[config.mk]
export PLATFORM = sky130hd
export DESIGN_NAME = uart_msg_arbiter_flat
export DESIGN_NICKNAME = d
export VERILOG_FILES = /design/src/rtl/uart_msg_arbiter_if.sv /design/src/rtl/uart_msg_arbiter.sv /design/src/flat_wrapper.sv
export SDC_FILE = /design/constraint.sdc
export NUM_CORES = 1
export LEC_CHECK = 0
export ABC_AREA = 1
export BUFFER_PORTS_ARGS = -buffer_cell sky130_fd_sc_hd__buf_2
export CAP_MARGIN = 20
export CORE_MARGIN = 1.5
export CORE_UTILIZATION = 49
export CTS_BUF_LIST = sky130_fd_sc_hd__clkbuf_4
export CTS_CLUSTER_DIAMETER = 60
export DETAILED_ROUTE_END_ITERATION = 16
export GPL_ROUTABILITY_DRIVEN = 0
export PLACE_DENSITY = 0.84
export REMOVE_ABC_BUFFERS = 1
export SYNTH_ARGS = -nofsm -noshare
export SYNTH_HDL_FRONTEND = slang
export SYNTH_SLANG_ARGS = --single-unit
[constraint.sdc]
create_clock -name clk -period 2.15 [get_ports clk]
set_clock_uncertainty 0.15 [all_clocks]
set_input_delay 0.645 -clock clk [delete_from_list [all_inputs] [get_ports clk]]
set_output_delay 0.645 -clock clk [all_outputs]
set_load 0.01 [all_outputs]
[src/rtl/uart_msg_arbiter_if.sv]
// Bundle of the requester-side and WB2UART-side signals of uart_msg_arbiter.
// The slave modport is the arbiter's view; the master modport is the view of
// whatever drives the requests and models WB2UART.
interface uart_msg_arbiter_if #(
  parameter int N_REQ = 4,
  parameter int ID_W  = 2
);
  logic [N_REQ-1:0]      in_req_valid;
  logic [34*N_REQ-1:0]   in_req_word;
  logic [N_REQ-1:0]      out_req_ready;
  logic [33:0]           out_WB2UART_word;
  logic                  out_WB2UART_cyc;
  logic                  in_WB2UART_stall;
  logic [ID_W-1:0]       out_grant_id;
  logic                  out_busy;
  logic                  out_timeout;

  modport slave (
    input  in_req_valid, in_req_word, in_WB2UART_stall,
    output out_req_ready, out_WB2UART_word, out_WB2UART_cyc,
           out_grant_id, out_busy, out_timeout
  );

  modport master (
    output in_req_valid, in_req_word, in_WB2UART_stall,
    input  out_req_ready, out_WB2UART_word, out_WB2UART_cyc,
           out_grant_id, out_busy, out_timeout
  );
endinterface

[src/rtl/uart_msg_arbiter.sv]
// Round-robin arbiter sharing one WB2UART hex-dump transmitter among N_REQ
// requesters. The winner's word is latched, a one-cycle cyc pulse starts
// WB2UART, and the stall flag is tracked until the transfer ends. A watchdog
// aborts the transaction if stall never rises after cyc.
// Optional: define UART_ARB_PRIO0_EN to give requester 0 fixed top priority;
// the remaining requesters then share round-robin among themselves.
module uart_msg_arbiter #(
  parameter int N_REQ       = 4,
  parameter int ID_W        = 2,
  parameter int ACK_TIMEOUT = 15
) (
  input logic              clk,
  input logic              rst_n,
  uart_msg_arbiter_if.slave bus
);

  typedef enum logic [1:0] {IDLE, ISSUE, WAIT_ACK, WAIT_DONE} state_e;

  state_e           state_q, state_d;
  logic [ID_W-1:0]  rr_ptr_q, rr_ptr_d;
  logic [ID_W-1:0]  grant_q, grant_d;
  logic [7:0]       wdog_q, wdog_d;
  logic [33:0]      word_q, word_d;
  logic [N_REQ-1:0] ready_q, ready_d;
  logic             cyc_q, cyc_d;
  logic             busy_q, busy_d;
  logic             timeout_q, timeout_d;

  logic [N_REQ-1:0] cand;
  logic             win_found;
  logic [ID_W-1:0]  win_idx;
  logic [ID_W-1:0]  grant_nxt;
  logic             rr_adv;

  // First set bit of c at or after ptr, wrapping modulo N_REQ; returns {found, idx}.
  function automatic logic [ID_W:0] rr_pick(input logic [N_REQ-1:0] c,
                                            input logic [ID_W-1:0]  ptr);
    logic            found;
    logic [ID_W-1:0] idx;
    int              pos;
    found = 1'b0;
    idx   = '0;
    for (int i = 0; i < N_REQ; i++) begin
      pos = int'(ptr) + i;
      if (pos >= N_REQ) pos = pos - N_REQ;
      if (!found && c[pos]) begin
        found = 1'b1;
        idx   = ID_W'(pos);
      end
    end
    return {found, idx};
  endfunction

  assign grant_nxt = (grant_q == ID_W'(N_REQ - 1)) ? '0 : grant_q + 1'b1;

  // Winner selection for the next grant, and whether the finished grant moves rr_ptr.
  always_comb begin
    cand = bus.in_req_valid;
`ifdef UART_ARB_PRIO0_EN
    cand[0] = 1'b0;
    {win_found, win_idx} = rr_pick(cand, rr_ptr_q);
    if (bus.in_req_valid[0]) begin
      win_found = 1'b1;
      win_idx   = '0;
    end
    rr_adv = (grant_q != '0);
`else
    {win_found, win_idx} = rr_pick(cand, rr_ptr_q);
    rr_adv = 1'b1;
`endif
  end

  // Next-state and registered-output logic of the transaction FSM.
  always_comb begin
    // NOTE: every signal gets a default before the case so no path leaves one
    // unassigned; a missing default here would infer a latch.
    state_d   = state_q;
    rr_ptr_d  = rr_ptr_q;
    grant_d   = grant_q;
    wdog_d    = wdog_q;
    word_d    = word_q;
    ready_d   = '0;
    cyc_d     = 1'b0;
    timeout_d = 1'b0;
    case (state_q)
      IDLE: begin
        if (win_found) begin
          grant_d          = win_idx;
          word_d           = bus.in_req_word[34*win_idx +: 34];
          ready_d[win_idx] = 1'b1;
          state_d          = ISSUE;
        end
      end
      ISSUE: begin
        cyc_d   = 1'b1;
        wdog_d  = '0;
        state_d = WAIT_ACK;
      end
      WAIT_ACK: begin
        if (bus.in_WB2UART_stall) begin
          state_d = WAIT_DONE;
        end else if (wdog_q == 8'(ACK_TIMEOUT)) begin
          timeout_d = 1'b1;
          state_d   = IDLE;
          if (rr_adv) rr_ptr_d = grant_nxt;
        end else begin
          wdog_d = wdog_q + 8'd1;
        end
      end
      WAIT_DONE: begin
        if (!bus.in_WB2UART_stall) begin
          state_d = IDLE;
          if (rr_adv) rr_ptr_d = grant_nxt;
        end
      end
      default: state_d = IDLE;
    endcase
    busy_d = (state_d != IDLE);
  end

  // State and output registers; reset clears everything including the latched word.
  always_ff @(posedge clk or negedge rst_n) begin
    if (!rst_n) begin
      state_q   <= IDLE;
      rr_ptr_q  <= '0;
      grant_q   <= '0;
      wdog_q    <= '0;
      word_q    <= '0;
      ready_q   <= '0;
      cyc_q     <= 1'b0;
      busy_q    <= 1'b0;
      timeout_q <= 1'b0;
    end else begin
      // NOTE: non-blocking assignments so all flops update from the same
      // pre-edge values regardless of statement order.
      state_q   <= state_d;
      rr_ptr_q  <= rr_ptr_d;
      grant_q   <= grant_d;
      wdog_q    <= wdog_d;
      word_q    <= word_d;
      ready_q   <= ready_d;
      cyc_q     <= cyc_d;
      busy_q    <= busy_d;
      timeout_q <= timeout_d;
    end
  end

  assign bus.out_req_ready    = ready_q;
  assign bus.out_WB2UART_word = word_q;
  assign bus.out_WB2UART_cyc  = cyc_q;
  assign bus.out_grant_id     = grant_q;
  assign bus.out_busy         = busy_q;
  assign bus.out_timeout      = timeout_q;

endmodule

[src/flat_wrapper.sv]
// flat-port wrapper written by rule: the top's interface ports become plain ports
module uart_msg_arbiter_flat 
#(
  parameter int N_REQ       = 4,
  parameter int ID_W        = 2,
  parameter int ACK_TIMEOUT = 15
)
  (clk, rst_n, bus_in_req_valid, bus_in_req_word, bus_in_WB2UART_stall, bus_out_req_ready, bus_out_WB2UART_word, bus_out_WB2UART_cyc, bus_out_grant_id, bus_out_busy, bus_out_timeout);
  uart_msg_arbiter_if #(.N_REQ(N_REQ), .ID_W(ID_W)) bus_i ();
  input logic clk;
  input logic rst_n;
  input wire logic [$bits(bus_i.in_req_valid)-1:0] bus_in_req_valid;
  input wire logic [$bits(bus_i.in_req_word)-1:0] bus_in_req_word;
  input wire logic [$bits(bus_i.in_WB2UART_stall)-1:0] bus_in_WB2UART_stall;
  output wire logic [$bits(bus_i.out_req_ready)-1:0] bus_out_req_ready;
  output wire logic [$bits(bus_i.out_WB2UART_word)-1:0] bus_out_WB2UART_word;
  output wire logic [$bits(bus_i.out_WB2UART_cyc)-1:0] bus_out_WB2UART_cyc;
  output wire logic [$bits(bus_i.out_grant_id)-1:0] bus_out_grant_id;
  output wire logic [$bits(bus_i.out_busy)-1:0] bus_out_busy;
  output wire logic [$bits(bus_i.out_timeout)-1:0] bus_out_timeout;
  assign bus_i.in_req_valid = bus_in_req_valid;
  assign bus_i.in_req_word = bus_in_req_word;
  assign bus_i.in_WB2UART_stall = bus_in_WB2UART_stall;
  assign bus_out_req_ready = bus_i.out_req_ready;
  assign bus_out_WB2UART_word = bus_i.out_WB2UART_word;
  assign bus_out_WB2UART_cyc = bus_i.out_WB2UART_cyc;
  assign bus_out_grant_id = bus_i.out_grant_id;
  assign bus_out_busy = bus_i.out_busy;
  assign bus_out_timeout = bus_i.out_timeout;
  uart_msg_arbiter #(.N_REQ(N_REQ), .ID_W(ID_W), .ACK_TIMEOUT(ACK_TIMEOUT)) u_core (.clk(clk), .rst_n(rst_n), .bus(bus_i));
endmodule
==> impl_metrics.toml <==
[power]
power_frac_seq_pct = 18.8
combPwrFrac_pct = 76.0
switchingPower_uw = 4570
power_frac_clock_pct = 5.3
vdd_ir_drop_max_v = 0.000821
intPower_uw = 4690
leakage_uw = 0.00343
sw_frac_of_total_pct = 49.4
power_density_nw_per_um2 = 1640

[yosys]
syn-cell-area_um2 = 3910
yosysMostFrequentCell = "nand2_1"
synth_common_cells = "233 x nand2_1, 116 x inv_1, 60 x nand3_1"
synthXorXnorAreaFrac_pct = 0.224
synth-simple-area-share_pct = 41.2
synth_cell_types = 29
yosysWarnings = 0
synth_fa_ha_area_share_pct = 0.640
ys_seq_area_share_pct = 35.2
synth_top_area_cell = "dfrtp_1"
synth_top_area_share_pct = 35.2
synth_flop_cell = "dfrtp_1"
ys_async_sr_fraction_pct = 100
synth_seq_cells = 55
synth_edf_count = 0
synth_top_family_by_area = "simple AND/OR/NAND/NOR gates"
synthTopCellsByArea = "dfrtp_1 35%, nand2_1 22%, inv_1 11%, nand3_1 7.7%, nand4_1 5.1%"
synthesis.instances = 623
synth_compound_area_share_pct = 6.78
synth_mux_area_share_pct = 0
syn_avg_cell_area_um2 = 6.28

[global_route]
grt_use_met1_pct = 32.8
grt_overflow = 0
grt_pass1_vias = 4057
grt_max_degree = 56
antenna_found_initial = 0
met2_usage_pct = 44.3
grt_pass1_wl_um = 17700
track_usage_pct = 25.5
grt_util_met3_pct = 3.94
grt.busiest_layer = "met2"

[cts]
cts_tree = "yes"
cts_max_level = 2
clkTransAtPathRegs_ns = 0.16
cts.sinks = 55
clk_latency_ns = 0.39
root_buffer = "clkbuf_4"
clock_path_buffers = 2
cts_buffers = 5

[placed_design]
port_buffers = 185
dp_slack_ns = -0.220
dpl.hpwl_um = 8240

[route]
vias_per_cell = 5.16
remaining_drc_errors = 0
drt-initial-drc-count = 342
first_pass_iters = 5
finalWirelength_um = 12700
postRouteAntennaNets = 0
wl_per_cell_um = 13.7
vias = 4786

[timing]
final_hold_viol_count = 0
fmax_ghz = 0.420
slew_viol_final = 0
finalCriticalPeriod_ns = 2.38
setup_viol = 34
timing.hold.ws_ns = 0.0434
worstMarginPinSlew_ns = 0.404
grt_setup_unrepaired = "true"
slew-limit-headroom_pct = 72.9
min_period_over_period_pct = 111
setup_ws_ns = -0.233

[finish]
syn2layout_area_growth_pct = 44.3
layout.nets = 970
insertedDiodeCount = 0
drive_gt1_share_pct = 35.5

[worst_setup_path]
path_cells = "buf_6 -> nand2_1 -> nand3_1 -> nand2_1 -> nand2_2 -> nand2_2 -> nand2_4 -> nand3_4 -> buf_12 -> clkbuf_16 -> o21ai_0 -> nand2_1 -> nand3_1"
crit_path_max_fanout = 13
end_kind = "flip-flop"
critical-path-max-stage-delay_ns = 0.51
r2r_cells = 13
crit_top_cell = "nand2_1"
cp.arrival_ns = 2.56
r2r_setup_slack_ns = -0.23
cp.required_ns = 2.33
cp-start-kind = "flip-flop"
worstReg2RegEnd = "u_core.bus.out_WB2UART_word[33]"
startpoint = "u_core.rr_ptr_q[0]"
worstSetupEndpoint = "u_core.bus.out_WB2UART_word[33]"
worstSetupPathType = "flip-flop to flip-flop"
timing.rr.start = "u_core.rr_ptr_q[0]"
crit_slowest_cell = "dfrtp_2"

[floorplan]
core.rowCount = 32
core_um2 = 7730
die-area_um2 = 8530
start_util_pct = 50.6
die_y_um = 92.3
die_x_um = 92.3
io_pins = 186

[outcome]
failed_checks = "negative setup slack"
outcome = "finished with violations"

[worst_hold_path]
min_path_type = "primary input to async pin"

[run]
maxCapViolations = 0
## placed cells by master (no fill, tap or decap), types with 2 or more instances in the layout
cell type,instances
inv_1,114
clkbuf_4,5
inv_2,3
o21ai_0,28
ha_1,2
nor2_2,4
buf_4,12
o21ai_1,15
buf_6,10
nand3_1,49
nand3_4,3
nor3_1,5
nand2_2,17
nor2_1,14
dfrtp_2,2
nand2_4,10
nand2_1,211
buf_12,9
clkinv_2,3
a21oi_1,5
nand3_2,12
nand4_1,32
clkbuf_16,7
buf_2,185
o21ai_2,2
nor2_4,2
dfrtp_1,53
## layout make-up
type	instances	area [um2]
Clock buffer	5	37.5
Multi-Input combinational cell	418	2110
Timing Repair Buffer	224	1500
Inverter	120	459
Sequential cell	55	1380
Timing Repair inverter	1	5.00
Clock inverter	3	23.8
Tap cell	102	128
Fill cell	617	2080
## flip-flops by register name, summed over array words and instances, names as in the netlist
| name | flops |
|---|---|
| u_core.bus.out_WB2UART_cyc | 1 |
| u_core.bus.out_WB2UART_word | 34 |
| u_core.bus.out_busy | 1 |
| u_core.bus.out_grant_id | 2 |
| u_core.bus.out_req_ready | 4 |
| u_core.bus.out_timeout | 1 |
| u_core.rr_ptr_q | 2 |
| u_core.state_q | 2 |
| u_core.wdog_q | 8 |
## metrics by stage
stage | TNS (ns) | instance area [um2] | cells | power, uW | utilization [%]
floorplan | -53.75 | 3740 | 592 | 4810 | -
global placement | -3.60 | 5050 | 899 | 6710 | 65.3
detailed placement | -7.13 | 5050 | 899 | 6890 | 65.3
CTS | 0 | 5140 | 907 | 7460 | 66.5
global route | -6.99 | 5640 | 928 | 9940 | 73.0
finish | -2.96 | 5640 | 928 | 9260 | 73.0
## kinds of logic (layout without fill, tap and decap cells)
family | count (synthesis) | count (layout)
AO/OA/AOI/OAI | 52 | 52
adder cells (fa/ha/maj) | 2 | 2
buffers and inverters | 151 | 353
AND/OR/NAND/NOR | 362 | 363
XOR/XNOR | 1 | 1
flip-flops | 55 | 55
## worst min-delay path by stage
stage	start	endpoint	slack (ns)	depth (start not counted)
after floorplan	rst_n	u_core.bus.out_WB2UART_cyc	0.20	0
after global placement	u_core.bus.out_WB2UART_word[10]	u_core.bus.out_WB2UART_word[10]	0.31	2
after detailed placement	u_core.bus.out_WB2UART_word[12]	u_core.bus.out_WB2UART_word[12]	0.31	2
after CTS	rst_n	u_core.bus.out_WB2UART_word[25]	0.07	2
after global routing	rst_n	u_core.bus.out_WB2UART_word[32]	0.07	2
final	rst_n	u_core.bus.out_WB2UART_word[25]	0.04	2
## power groups by stage
stage	clock network (uW)	registers [uW]	logic, uW
2_1_floorplan	0	1860	2950
3_3_place_gp	0	1720	4990
3_5_place_dp	0	1720	5170
4_1_cts	504	1710	5250
5_1_grt	539	1780	7620
6_report	487	1740	7040
## layer usage
layer / part of all wire (%) / vias to the layer above
li1: - / 2330
met1: 38 / 2179
met2: 52 / 243
met3: 6.9 / 34
met4: 2.5 / 0
met5: 0 / -
## worst max-delay path: cells and delay by family (launching register included)
family / cells / cell delay [ns]
compound gates: 1 / 0.23
buf+inv: 3 / 0.49
flops: 1 / 0.51
simple gates: 9 / 0.92
## timing repair
item                                    CTS  global route
pin swaps                                 0            18
endpoints found under the setup margin   38            41
cloned                                    0            14
setup buffers                             0             7
hold buffers                              0             0
hold endpoints to repair                  0             0
gates resized for setup                  11            58
No activity file was read; power rests on OpenSTA's default activity.
